==> config.mk <==
export PLATFORM = sky130hd
export DESIGN_NAME = seq_mul_div_unit
export DESIGN_NICKNAME = d
export VERILOG_FILES = /design/src/rtl/seq_mul_div_unit.sv
export SDC_FILE = /design/constraint.sdc
export NUM_CORES = 1
export LEC_CHECK = 0
export CAP_MARGIN = 0
export CORE_MARGIN = 2
export CORE_UTILIZATION = 58
export DETAILED_ROUTE_END_ITERATION = 8
export PLACE_DENSITY_LB_ADDON = 0.3
export SLEW_MARGIN = 25
export SYNTH_ARGS = -nofsm -noshare
export SYNTH_HDL_FRONTEND = slang
export SYNTH_SLANG_ARGS = --single-unit
==> constraint.sdc <==
create_clock -name clk -period 4.6 [get_ports clk]
set_clock_uncertainty 0.1 [all_clocks]
set_input_delay 0.69 -clock clk [delete_from_list [all_inputs] [get_ports clk]]
set_output_delay 0.69 -clock clk [all_outputs]
set_load 0.05 [all_outputs]
==> src/rtl/seq_mul_div_unit.sv <==
`default_nettype none
// ============================================================================
//  Module   : seq_mul_div_unit
//  Purpose  : Iterative signed MUL/MULH/DIV/REM unit; shift-add multiplier and
//             restoring divider share one magnitude datapath, one op in flight.
//  Revision : 1.0 - initial release
// ============================================================================
module seq_mul_div_unit #(
    parameter int WIDTH      = 32,
    parameter int REG_ADDR_W = 5
) (
    input  logic                  clk,
    input  logic                  rst,
    input  logic                  start,
    input  logic [1:0]            op,
    input  logic [WIDTH-1:0]      rsData,
    input  logic [WIDTH-1:0]      rtData,
    input  logic [REG_ADDR_W-1:0] rdIn,
    output logic                  busy,
    output logic                  done,
    output logic                  regWrite,
    output logic [REG_ADDR_W-1:0] rd,
    output logic [WIDTH-1:0]      writeData
);

    typedef enum logic [1:0] {
        ST_IDLE  = 2'd0,
        ST_CALC  = 2'd1,
        ST_FIXUP = 2'd2,
        ST_DONE  = 2'd3
    } state_t;

    localparam int               CNT_W    = $clog2(WIDTH + 1);
    localparam logic [CNT_W-1:0] CNT_LAST = CNT_W'(WIDTH - 1);
    localparam logic [1:0]       OP_MUL   = 2'b00;
    localparam logic [1:0]       OP_MULH  = 2'b01;
    localparam logic [1:0]       OP_DIV   = 2'b10;

    state_t                  state_q;
    logic [CNT_W-1:0]        cnt_q;
    logic [1:0]              op_q;
    logic                    sign_a_q;
    logic                    sign_b_q;
    logic                    div_zero_q;
    // hi_q: product high word / partial remainder
    // lo_q: multiplier being consumed / dividend shifting out, quotient shifting in
    // b_q : multiplicand / divisor magnitude
    logic [WIDTH-1:0]        hi_q;
    logic [WIDTH-1:0]        lo_q;
    logic [WIDTH-1:0]        b_q;
    logic                    busy_q;
    logic                    done_q;
    logic                    regwrite_q;
    logic [REG_ADDR_W-1:0]   rd_q;
    logic [WIDTH-1:0]        wdata_q;

    logic [WIDTH-1:0]        abs_a_d;
    logic [WIDTH-1:0]        abs_b_d;
    logic [WIDTH:0]          mul_sum_d;
    logic [WIDTH:0]          div_shift_d;
    logic [WIDTH:0]          div_diff_d;
    logic                    div_ge_d;
    logic [2*WIDTH-1:0]      prod_d;
    logic [WIDTH-1:0]        quo_d;
    logic [WIDTH-1:0]        rem_d;
    logic [WIDTH-1:0]        result_d;

    // Two's-complement negation leaves MIN as 0x80..0, which is its correct magnitude.
    always_comb begin
        abs_a_d = rsData[WIDTH-1] ? -rsData : rsData;
        abs_b_d = rtData[WIDTH-1] ? -rtData : rtData;
    end

    always_comb begin
        mul_sum_d   = {1'b0, hi_q} + (lo_q[0] ? {1'b0, b_q} : {(WIDTH+1){1'b0}});
        div_shift_d = {hi_q, lo_q[WIDTH-1]};
        div_diff_d  = div_shift_d - {1'b0, b_q};
        div_ge_d    = (div_shift_d >= {1'b0, b_q});
    end

    always_comb begin
        prod_d = (sign_a_q ^ sign_b_q) ? -{hi_q, lo_q} : {hi_q, lo_q};
        quo_d  = (sign_a_q ^ sign_b_q) ? -lo_q : lo_q;
        rem_d  = sign_a_q ? -hi_q : hi_q;
        case (op_q)
            OP_MUL:  result_d = prod_d[WIDTH-1:0];
            OP_MULH: result_d = prod_d[2*WIDTH-1:WIDTH];
            OP_DIV:  result_d = div_zero_q ? {WIDTH{1'b1}} : quo_d;
            default: result_d = rem_d;
        endcase
    end

    always_ff @(posedge clk or negedge rst) begin
        if (!rst) begin
            state_q    <= ST_IDLE;
            cnt_q      <= '0;
            op_q       <= '0;
            sign_a_q   <= 1'b0;
            sign_b_q   <= 1'b0;
            div_zero_q <= 1'b0;
            hi_q       <= '0;
            lo_q       <= '0;
            b_q        <= '0;
            busy_q     <= 1'b0;
            done_q     <= 1'b0;
            regwrite_q <= 1'b0;
            rd_q       <= '0;
            wdata_q    <= '0;
        end else begin
            done_q     <= 1'b0;
            regwrite_q <= 1'b0;
            case (state_q)
                ST_IDLE: begin
                    if (start) begin
                        state_q    <= ST_CALC;
                        cnt_q      <= '0;
                        op_q       <= op;
                        rd_q       <= rdIn;
                        sign_a_q   <= rsData[WIDTH-1];
                        sign_b_q   <= rtData[WIDTH-1];
                        div_zero_q <= (rtData == '0);
                        hi_q       <= '0;
                        if (op[1]) begin
                            lo_q <= abs_a_d;
                            b_q  <= abs_b_d;
                        end else begin
                            lo_q <= abs_b_d;
                            b_q  <= abs_a_d;
                        end
                    end
                end
                ST_CALC: begin
                    busy_q <= 1'b1;
                    cnt_q  <= cnt_q + CNT_W'(1);
                    if (op_q[1]) begin
                        hi_q <= div_ge_d ? div_diff_d[WIDTH-1:0] : div_shift_d[WIDTH-1:0];
                        lo_q <= {lo_q[WIDTH-2:0], div_ge_d};
                    end else begin
                        hi_q <= mul_sum_d[WIDTH:1];
                        lo_q <= {mul_sum_d[0], lo_q[WIDTH-1:1]};
                    end
                    if (cnt_q == CNT_LAST) begin
                        state_q <= ST_FIXUP;
                    end
                end
                ST_FIXUP: begin
                    wdata_q    <= result_d;
                    done_q     <= 1'b1;
                    regwrite_q <= (rd_q != '0);
                    state_q    <= ST_DONE;
                end
                ST_DONE: begin
                    busy_q  <= 1'b0;
                    state_q <= ST_IDLE;
                end
                default: begin
                    state_q <= ST_IDLE;
                end
            endcase
        end
    end

    assign busy      = busy_q;
    assign done      = done_q;
    assign regWrite  = regwrite_q;
    assign rd        = rd_q;
    assign writeData = wdata_q;

endmodule
`default_nettype wire

* Yosys cells after proc, flatten, opt, wreduce, memory -nomap -nowiden
Index checks and enable logic that the tools add are counted.
Storage, ports and cells: bits in registers 149, word-level logic and storage cells 66, output and inout bits 40
Cells by class: eq/ne operators 8, reduce and logical (&&, ||, !) cells 9, muxes and demuxes 25, bitwise logic cells 1, magnitude comparators 1, add/subtract/negate cells 8
Operators by type and width (number):
- 32-bit two-way mux | 13
- 32-bit negator | 4
- 32-bit case mux with 2 select lines | 2
- 32-bit case mux with 3 select lines | 1
- 64-bit two-way mux | 1
- 64-bit negator | 1
- 32-bit by 32-bit adder with 33-bit output | 1
- 33-bit by 32-bit greater-or-equal comparator with 1-bit output | 1
- 32-bit zero test | 1
- 32-bit subtractor | 1
- 6-bit case mux with 2 select lines | 1
- 2-bit case mux with 4 select lines | 1
- 6-bit by 1-bit adder with 6-bit output (second input constant) | 1
- 2-bit equality test (second input constant) | 3
- 6-bit by 5-bit equality test with 1-bit output (second input constant) | 1
- 6-bit two-way mux | 1
- 2-bit AND reduction | 3
- 5-bit nonzero test | 1
- 2-bit by 1-bit equality test with 1-bit output (second input constant) | 2
- 2-bit zero test | 2
- 2-bit two-way mux | 2
- 2-bit != test (second input constant) | 2
- 2-bit nonzero test | 2
- 1-bit two-way mux | 2
- other kinds (2) | 2

* Logic depth before layout (Yosys ltp)
Gate-level depths: netlist (run 1).
word-level depth 5, mapped depth 14

* Worst setup path after synthesis (run 1)
OpenSTA, ideal clock, no wires.
path type input port to flip-flop, start point in rtData[8], end point reg lo_q[27], library setup time 137 ps, arrival time 3133 ps, path buffers 0, setup slack 1230 ps, required time 4363 ps, cell stages on the path 9, path through or4_4 -> nor4_4 -> or3b_1 -> or3_4 -> or4_4 -> o21ai_2 -> xnor2_1 -> o211ai_1 -> o311ai_1
On the way: longest elaborated chain between the ends 5
RTL lines:
- start, declared | line 17 | input logic [WIDTH-1:0] rtData,
- 32-bit negator | line 71 | abs_b_d = rtData[WIDTH-1] ? -rtData : rtData;
- 32-bit two-way mux | line 71
- 32-bit two-way mux | line 123 | if (op[1]) begin
- 32-bit two-way mux | line 114 | if (start) begin
- 32-bit case mux with 2 select lines | line 112 | case (state_q)
- end signal, assigned | line 124 | lo_q <= abs_a_d;
- end signal, assigned | line 127 | lo_q <= abs_b_d;
- end signal, assigned | line 137 | lo_q <= {lo_q[WIDTH-2:0], div_ge_d};
- end, declared | line 49 | logic [WIDTH-1:0] lo_q;
No other way between the ends. The select of a mux whose other input is x is not followed. A chain may end at the register's enable or synchronous reset.

* Worst setup path after layout (run 1)
start point reg lo_q[0], end point reg hi_q[27]
On the way: longest elaborated chain between the ends 4
RTL lines:
- 32-bit two-way mux | line 75 | mul_sum_d = {1'b0, hi_q} + (lo_q[0] ? {1'b0, b_q} : {(WIDTH+1){1'b0}});
- 32-bit by 32-bit adder with 33-bit output | line 75
- 32-bit two-way mux | line 135 | if (op_q[1]) begin
- 32-bit case mux with 2 select lines | line 112
- end signal, assigned | line 136 | hi_q <= div_ge_d ? div_diff_d[WIDTH-1:0] : div_shift_d[WIDTH-1:0];
- end signal, assigned | line 139 | hi_q <= mul_sum_d[WIDTH:1];
- end, declared | line 48 | logic [WIDTH-1:0] hi_q;
No other way between the ends.

==> results of run 1 <==
==> synth_stat cells (all sizes together), types with 13 or more instances <==
cell type / instances / share of area
clkbuf: 111 / 0.029
nand2: 178 / 0.046
o31ai: 37 / 0.019
xnor2: 97 / 0.059
dfrtp: 149 / 0.26
nand3: 24 / 0.0083
nor2b: 13 / 0.0056
or3: 24 / 0.011
o21ai: 164 / 0.057
nor2: 204 / 0.053
a31oi: 23 / 0.0099
ha: 73 / 0.063
o22ai: 13 / 0.0056
buf: 15 / 0.0042
mux2: 38 / 0.029
a211oi: 30 / 0.016
mux2i: 34 / 0.023
a21o: 31 / 0.016
xor2: 99 / 0.060
nor3: 38 / 0.013
o21a: 21 / 0.011
a22oi: 33 / 0.017
nand4: 21 / 0.0090
nor4: 14 / 0.0081
o211ai: 18 / 0.0093
inv: 68 / 0.018
o41ai: 18 / 0.011
nand2b: 15 / 0.0065
a21oi: 181 / 0.062
==> per-stage QoR <==
step           utilization  total power, W  setup slack, ns  cell area [µm²]  cells
2_1_floorplan            -        0.009780            1.230            14520   1898
3_3_place_gp        0.6500         0.01250           0.6088            15900   2246
3_5_place_dp        0.6501         0.01266           0.4890            15900   2246
4_1_cts             0.6758         0.01422           0.8053            16530   2278
5_1_grt             0.6758         0.01544           0.5316            16530   2278
6_report            0.6758         0.01451           0.7136            16530   2278
==> per-layer routing <==
layer,up-vias,wire length [µm],GRT usage
li1,6933,-,-
met3,145,4245,0.06307
met1,7032,20440,0.4998
met4,0,2723,0.1907
met2,748,21510,0.5783
met5,-,0,0
==> cell usage in the layout, fill, tap and decap left out, types with 17 or more instances in the layout <==
master / n
nor2_1: 204
a21oi_1: 180
nand2_1: 177
o21ai_0: 158
dfrtp_1: 148
clkdlybuf4s50_1: 111
xor2_1: 98
xnor2_1: 96
ha_1: 72
inv_1: 68
mux2_2: 38
nor3_1: 38
o31ai_1: 37
buf_4: 36
mux2i_1: 34
a22oi_1: 33
a21o_1: 31
a211oi_1: 30
nand3_1: 24
or3_1: 23
a31oi_1: 23
nand4_1: 21
o21a_1: 20
o211ai_1: 18
o41ai_1: 18
clkbuf_16: 17
==> cell families (layout without fill, tap and decap cells) <==
group	count (synthesis)	in the layout	share of synthesized area
flops	149	149	0.2568
compound gates	625	625	0.2676
fa+ha+maj	75	75	0.06567
xor+xnor	196	196	0.1182
buf+inv	196	252	0.05102
simple gates	585	585	0.1878
mux	72	72	0.05291
==> power by group <==
group | leakage (nW) | switching (W) | internal, W
Sequential | 1.81 | 0.000792 | 0.00191
Clock | 0.299 | 0.000707 | 0.000793
Combinational | 4.78 | 0.00641 | 0.00391
Total | 6.89 | 0.00790 | 0.00661
==> worst max-delay path: stages (launching register included) <==
cell and delay (ns):
dfrtp_1 0.46, inv_1 0.21, buf_4 0.25, nor2_1 0.07, ha_1 0.35, a21o_1 0.21
a311oi_1 0.32, o21ai_0 0.14, a31oi_1 0.58, o211ai_1 0.28, a31oi_1 0.32, xnor2_1 0.17
nor2_1 0.07, o32ai_1 0.25
==> how the worst min path moves through the flow <==
stage               startpoint      end  depth (start not counted)
floorplan                  rst   b_q[0]                          0
detailed placement     b_q[12]  b_q[12]                          1
global route               rst   b_q[8]                          1
global placement       b_q[12]  b_q[12]                          1
CTS                        rst   b_q[8]                          1
finish                     rst   b_q[8]                          1
==> final cells by class <==
class,count,area [µm²],area share
inverter,70,262.8,0.01589
tap,324,405.4,0.02452
timing repair buffer,150,1418,0.08575
clock inverter,15,202.7,0.01226
multi-input combinational,1553,10090,0.6102
clock buffer,17,425.4,0.02573
sequential,149,3730,0.2256
==> flip-flops by register name, indices dropped and copies added, names as in the netlist, 2 cells and up <==
name / flops
b_q: 32
cnt_q: 6
hi_q: 32
lo_q: 32
op_q: 2
rd: 5
state_q: 2
writeData: 32
==> impl_results.md, run 1 <==
- Status: finished, final reports clean
- Final antenna-violating net count: 0
- Final Hold Viols: 0
- Die height: 162.2 µm
- Post-DP HPWL: 37,420 µm
- R2R depth: 13
- Worst hold-check path type: primary input to async pin
- Initial core utilization: 0.5935
- Mean Syn Cell Area: 7.650 µm²
- Num rows: 57
- TritonCTS clock tree: built
- RSZ-0062 raised after global routing: false
- Max-slew headroom at the worst pin: 0.2731
- Post-synth EDFFs: 0
- Syn nets: 2,047
- Hold_ws: 0.1973 ns
- Core area: 0.02446 mm²
- WL per Instance: 21.47 µm
- Fin crit period: 3.886 ns
- Maximum clock frequency: 257.3 MHz
- Synth unique cells: 68
- Die Area: 0.02631 mm²
- CTS Buf Count: 17
- GRT overflow: 0
- Post-route clock period utilization: 0.8449
- Post_cts resized: 0
- WP data required: 4.84 ns
- DRC errors left: 0
- FILL cells: 2,091
- Arr. time, crit path: 4.13 ns
- Antenna violations before repair: 0
- Die width: 162.2 µm
- Vias in the first global route: 14,066
- PwrDens: 877.7 mW/mm²
- Total vias in the final route: 14,858
- Gpl congestion: 1.043
- Crit Path Class: flop to flop
- Clk slew on worst S/H paths: 0.07 ns
- Total GRT Usage: 0.3719
- Cells after synthesis: 1,898
- Setup crit end: hi_q[27]
- Sum Neg Setup Slack: 0 ns
- Clock buffer depth: 2
- Final setup vio count: 0
- Post-Syn Area: 0.01452 mm²
- Share of cells above drive strength 1: 0.07318
- R2R Path End: hi_q[27]
- CTS Hold Buffers Added: 0
- Register area share after synthesis: 0.2568
- H-Tree Depth: 4
- Final WL: 48,910 µm
- Crit path max fanout: 14
- Reg2reg setup slack: 0.71 ns
- Max-slew violations: 0
- Starting DRC count in detailed routing: 1,506
- Worst setup startpoint: lo_q[0]
- Largest net degree at the start of global routing: 103
- Worst Tran Pin Value: 1.086 ns
- I/O Pins: 114
- CP endpoint kind: flop
- Vias per cell: 6.522
- FF+latch count, synth: 149
- Setup Fix Bufs, Post-CTS: 0
- CP startpoint kind: flop
- Max_cap viols: 0
- Leakage: 6.894 nW
- FF-to-FF Start: lo_q[0]
- First-pass GRT wire length: 76,850 µm
- Ys async rst share: 1.000
- Worst-Skew Late Latency: 0.44 ns
- Area Overhead vs Synth: 13.87%
- Ys flop type: dfrtp_1
- Yosys warning total: 0
- Antenna diodes: 0
- # port buffers: 113
- First-pass DRT Iterations: 6
- Clk sinks: 149
- Final net count: 2,090
- Root Buffer: clkbuf_16
- Maximum vdd drop: 0.0004377 V
Power figures use the tool's default switching activity.
==> inputs of run 2 (changes only) <==
==> constraint.sdc (replaced) <==
create_clock -name clk -period 3.6 [get_ports clk]
set_clock_uncertainty 0.1 [all_clocks]
set_input_delay 0.54 -clock clk [delete_from_list [all_inputs] [get_ports clk]]
set_output_delay 0.54 -clock clk [all_outputs]
set_load 0.05 [all_outputs]
==> impl_results.md, run 2 (synthesized netlist as in run 1, its figures left out) <==
- Status: finished, final reports clean
- WL per Instance: 21.61 µm
- Delay-heaviest family, CP: compound AO/OA/AOI/OAI gates
- Reg2reg setup slack: 0.15 ns
- Die height: 162.2 µm
- WP data required: 3.84 ns
- Max-slew violations: 0
- First-pass GRT wire length: 80,920 µm
- Die Area: 0.02631 mm²
- Clk slew on worst S/H paths: 0.07 ns
- Final Hold Viols: 0
- Clk sinks: 149
- Fin crit period: 3.445 ns
- FF-to-FF Start: lo_q[0]
- H-Tree Depth: 4
- Final antenna-violating net count: 0
- Sum Neg Setup Slack: 0 ns
- Num rows: 57
- Final setup vio count: 0
- Hold_ws: 0.03368 ns
- Leakage: 7.447 nW
- Gpl congestion: 1.004
- CTS Buf Count: 17
- Fin util: 0.7119
- Clock buffer depth: 2
- Vias per cell: 6.500
- CP dominant cell by count: o21ai_0
- I/O Pins: 114
- Crit Path Class: flop to flop
- Buffers plus inverters on the worst setup path: 3
- Worst Tran Pin Value: 0.8639 ns
- TritonCTS clock tree: built
- CP endpoint kind: flop
- Antenna violations before repair: 1
- # port buffers: 113
- Arr. time, crit path: 3.69 ns
- Core area: 0.02446 mm²
- Post-DP HPWL: 40,060 µm
- DRC errors left: 0
- R2R depth: 14
- CP startpoint kind: flop
- RSZ-0062 raised after global routing: false
- Maximum clock frequency: 290.3 MHz
- Die width: 162.2 µm
- Post-route clock period utilization: 0.9570
- Starting DRC count in detailed routing: 1,731
- Total GRT Usage: 0.3923
- First-pass DRT Iterations: 7
- Max-slew headroom at the worst pin: 0.4241
- GRT overflow: 0
- R2R Path End: hi_q[28]
- Most common cell after layout, fill and taps aside: nor2_1
- Antenna diodes: 0
- Area Overhead vs Synth: 19.95%
- Root Buffer: clkbuf_16
- Commonest non-fill, non-tap cells in the layout: nor2_1 (204), a21oi_1 (179), nand2_1 (177)
- Worst hold-check path type: primary input to async pin
- CP Cell Sequence: inv_1, buf_12, nor2_1, ha_1, a21oi_1, o21ai_0, and2_1, a221o_1, o21ai_0, buf_4, a31o_2, o21ai_0, xnor2_1, a311oi_1
- Total vias in the final route: 15,529
- Critical path's largest stage delay: 0.41 ns
- Final net count: 2,201
- Worst-Skew Late Latency: 0.45 ns
- Share of cells above drive strength 1: 0.1245
- Largest net degree at the start of global routing: 88
- Final WL: 51,630 µm
- Maximum vdd drop: 0.0006123 V
- Crit path max fanout: 12
- Vias in the first global route: 14,866
- Initial core utilization: 0.5935
- Max_cap viols: 0
- PwrDens: 1117 mW/mm²
- CP max-delay cell: a221o_1
==> run 2: metal layers <==
metal | GRT usage | vias to the layer above | part of all wire
met5 | 0 | - | 0.00017
met4 | 0.1714 | 2 | 0.049
met3 | 0.08172 | 147 | 0.092
met2 | 0.6263 | 859 | 0.45
met1 | 0.5155 | 7341 | 0.41
li1 | - | 7180 | -
==> run 2: what timing repair did <==
| action | 4_1_cts | 5_1_grt |
|---|---|---|
| setup endpoints to repair | 0 | 4 |
| setup buffers | 0 | 0 |
| hold buffers | 0 | 0 |
| gates resized for setup | 0 | 4 |
| hold endpoints to repair | 0 | 0 |
==> run 2: power breakdown <==
group,switching (W),total [W],internal (W),leakage [nW]
combinational,0.00868,0.0142,0.00548,5.32
sequential,0.000851,0.00329,0.00244,1.81
clock,0.000907,0.00200,0.00109,0.311
==> run 2: worst max path at each step <==
| stage | endpoint | slack (ns) | cells past startpoint | from |
|---|---|---|---|---|
| 3_3_place_gp | lo_q[27] | -0.04 | 10 | rtData[8] |
| 3_5_place_dp | lo_q[29] | -0.14 | 10 | rtData[8] |
| 6_report | hi_q[28] | 0.15 | 14 | lo_q[0] |
| 2_1_floorplan | hi_q[15] | 0.34 | 12 | hi_q[7] |
| 4_1_cts | hi_q[27] | 0.21 | 13 | hi_q[0] |
| 5_1_grt | writeData[28] | 0.02 | 9 | lo_q[13] |
==> run 2: layout make-up <==
cell class / instances / area [µm²]
Tap cell: 324 / 405.4
Sequential cell: 149 / 3730
Timing Repair Buffer: 261 / 2263
Clock inverter: 14 / 209.0
Multi-Input combinational cell: 1553 / 10110
Fill cell: 2013 / 7047
Inverter: 70 / 262.8
Clock buffer: 18 / 439.2
==> run 2: stage by stage <==
stage	setup slack [ns]	instances	total power [W]	area (µm²)
6_report	0.1547	2389	0.01945	17420
5_1_grt	0.02056	2389	0.02065	17420
4_1_cts	0.2079	2389	0.01904	17400
3_5_place_dp	-0.1381	2357	0.01696	16750
3_3_place_gp	-0.04423	2357	0.01670	16750
2_1_floorplan	0.3435	1898	0.01250	14520
==> inputs of run 3 (changes only) <==
--- a/config.mk
+++ b/config.mk
@@ -9,6 +9,7 @@
 export CORE_MARGIN = 2
 export CORE_UTILIZATION = 58
 export DETAILED_ROUTE_END_ITERATION = 8
+export HOLD_SLACK_MARGIN = 0.12
 export PLACE_DENSITY_LB_ADDON = 0.3
 export SLEW_MARGIN = 25
 export SYNTH_ARGS = -nofsm -noshare
==> impl_results.md, run 3 (synthesized netlist as in run 1, its figures left out) <==
- Clk sinks: 149
- GRT overflow: 0
- PwrDens: 1118 mW/mm²
- Worst hold-check path type: flop to flop
- Largest net degree at the start of global routing: 88
- Metal2 WL: 23,300 µm
- H-Tree Depth: 4
- First-pass GRT wire length: 80,920 µm
- # port buffers: 113
- Post-DP HPWL: 40,060 µm
- Area Overhead vs Synth: 20.02%
- Vias per cell: 6.508
- Clk slew on worst S/H paths: 0.09 ns
- Share of cells above drive strength 1: 0.1244
- Final net count: 2,202
- Post-route clock period utilization: 0.9561
- RSZ-0062 raised after global routing: false
- Max-slew violations: 0
- Core area: 0.02446 mm²
- I/O Pins: 114
- TritonCTS clock tree: built
- DRC errors left: 0
- Arr. time, crit path: 3.72 ns
- CTS Buf Count: 17
- WL per Instance: 21.63 µm
- Hold_ws: 0.3782 ns
- Pre-CTS setup slack: -0.1381 ns
- Max_cap viols: 0
- Most common cell after layout, fill and taps aside: nor2_1
- Fin area: 0.01743 mm²
- Crit path max fanout: 7
- Final setup vio count: 0
- Total GRT Usage: 0.3923
- Commonest non-fill, non-tap cells in the layout: nor2_1 (204), a21oi_1 (179), nand2_1 (177)
- Die Area: 0.02631 mm²
- Post-DP Area: 0.01675 mm²
- CP endpoint kind: flop
- Starting DRC count in detailed routing: 1,716
- Top Layer Used: met5
- WP data required: 3.88 ns
- Antenna violations before repair: 1
- Clock buffer depth: 2
- Antenna diodes: 0
- Status: finished, final reports clean
- Final Hold Viols: 0
- Vias in the first global route: 14,867
- Final antenna-violating net count: 0
- Fin crit period: 3.442 ns
- Wl on met1: 21,410 µm
- Crit Path Class: flop to flop
- Maximum vdd drop: 0.0006143 V
- Maximum clock frequency: 290.5 MHz
- Die height: 162.2 µm
- Max-slew headroom at the worst pin: 0.4206
- Gpl congestion: 1.004
- Total vias in the final route: 15,555
- Root Buffer: clkbuf_16
- Worst-Skew Late Latency: 0.45 ns
- Met3 routed WL: 4563 µm
- CP startpoint kind: flop
- Num rows: 57
- Worst Tran Pin Value: 0.8691 ns
- Initial core utilization: 0.5935
- Leakage: 7.452 nW
- Final WL: 51,690 µm
- Setup ws final: 0.1581 ns
- Die width: 162.2 µm
- First-pass DRT Iterations: 6
[run 3: changes by cell type in the layout (fill, tap and decap cells not counted), sizes merged]
cell         delta
dlygate4sd3     +1
[run 3: area by class of cell]
| type | instances | area, µm² |
|---|---|---|
| Clock buffer | 18 | 439.2 |
| Clock inverter | 14 | 209.0 |
| Fill cell | 2012 | 7037 |
| Inverter | 70 | 262.8 |
| Multi-Input combinational cell | 1553 | 10110 |
| Sequential cell | 149 | 3730 |
| Tap cell | 324 | 405.4 |
| Timing Repair Buffer | 262 | 2273 |
[run 3: worst max-delay path, cell delays in order, from the launching register on]
cell and delay [ns]:
dfrtp_1 0.48, or4_1 0.60, or4_4 0.50, nor2_1 0.20, nand3_1 0.19, a211oi_1 0.41, a41oi_1 0.18, xnor2_1 0.15
a22oi_1 0.32, mux2_2 0.22
[run 3: timing repair]
item                       CTS  global route
setup buffers                0             0
resized for setup            0             4
setup endpoints to repair    0             4
hold endpoints to repair    13             0
hold buffers                 1             0
[run 3: final timing paths]
kind / from / to / slack [ns] / cells after the start
max reg2reg: lo_q[13] / writeData[28] / 0.16 / 9
max: lo_q[13] / writeData[28] / 0.16 / 9
min reg2reg: b_q[10] / b_q[10] / 0.38 / 2
min: b_q[10] / b_q[10] / 0.38 / 2
min in group asynchronous: rst / b_q[11] / 0.62 / 2
max in group asynchronous: rst / hi_q[26] / 1.91 / 3
[run 3: layer usage]
| metal | vias up | global-route usage |
|---|---|---|
| met2 | 835 | 0.6263 |
| met1 | 7391 | 0.5155 |
| li1 | 7181 | - |
| met4 | 2 | 0.1714 |
| met5 | - | 0 |
| met3 | 146 | 0.08172 |
[run 3: where the power goes]
part	internal (W)	leakage (nW)	total, W	switching [W]
registers	0.00244	1.81	0.00329	0.000852
logic	0.00548	5.33	0.0142	0.00870
clock network	0.00109	0.311	0.00200	0.000911
[run 3: per-stage QoR]
stage	utilization	setup TNS, ns	instances	power, W
2_1_floorplan	-	0	1898	0.01250
3_3_place_gp	0.6846	-0.1147	2357	0.01670
3_5_place_dp	0.6846	-0.5086	2357	0.01696
4_1_cts	0.7115	0	2390	0.01904
5_1_grt	0.7123	0	2390	0.02065
6_report	0.7123	0	2390	0.01948
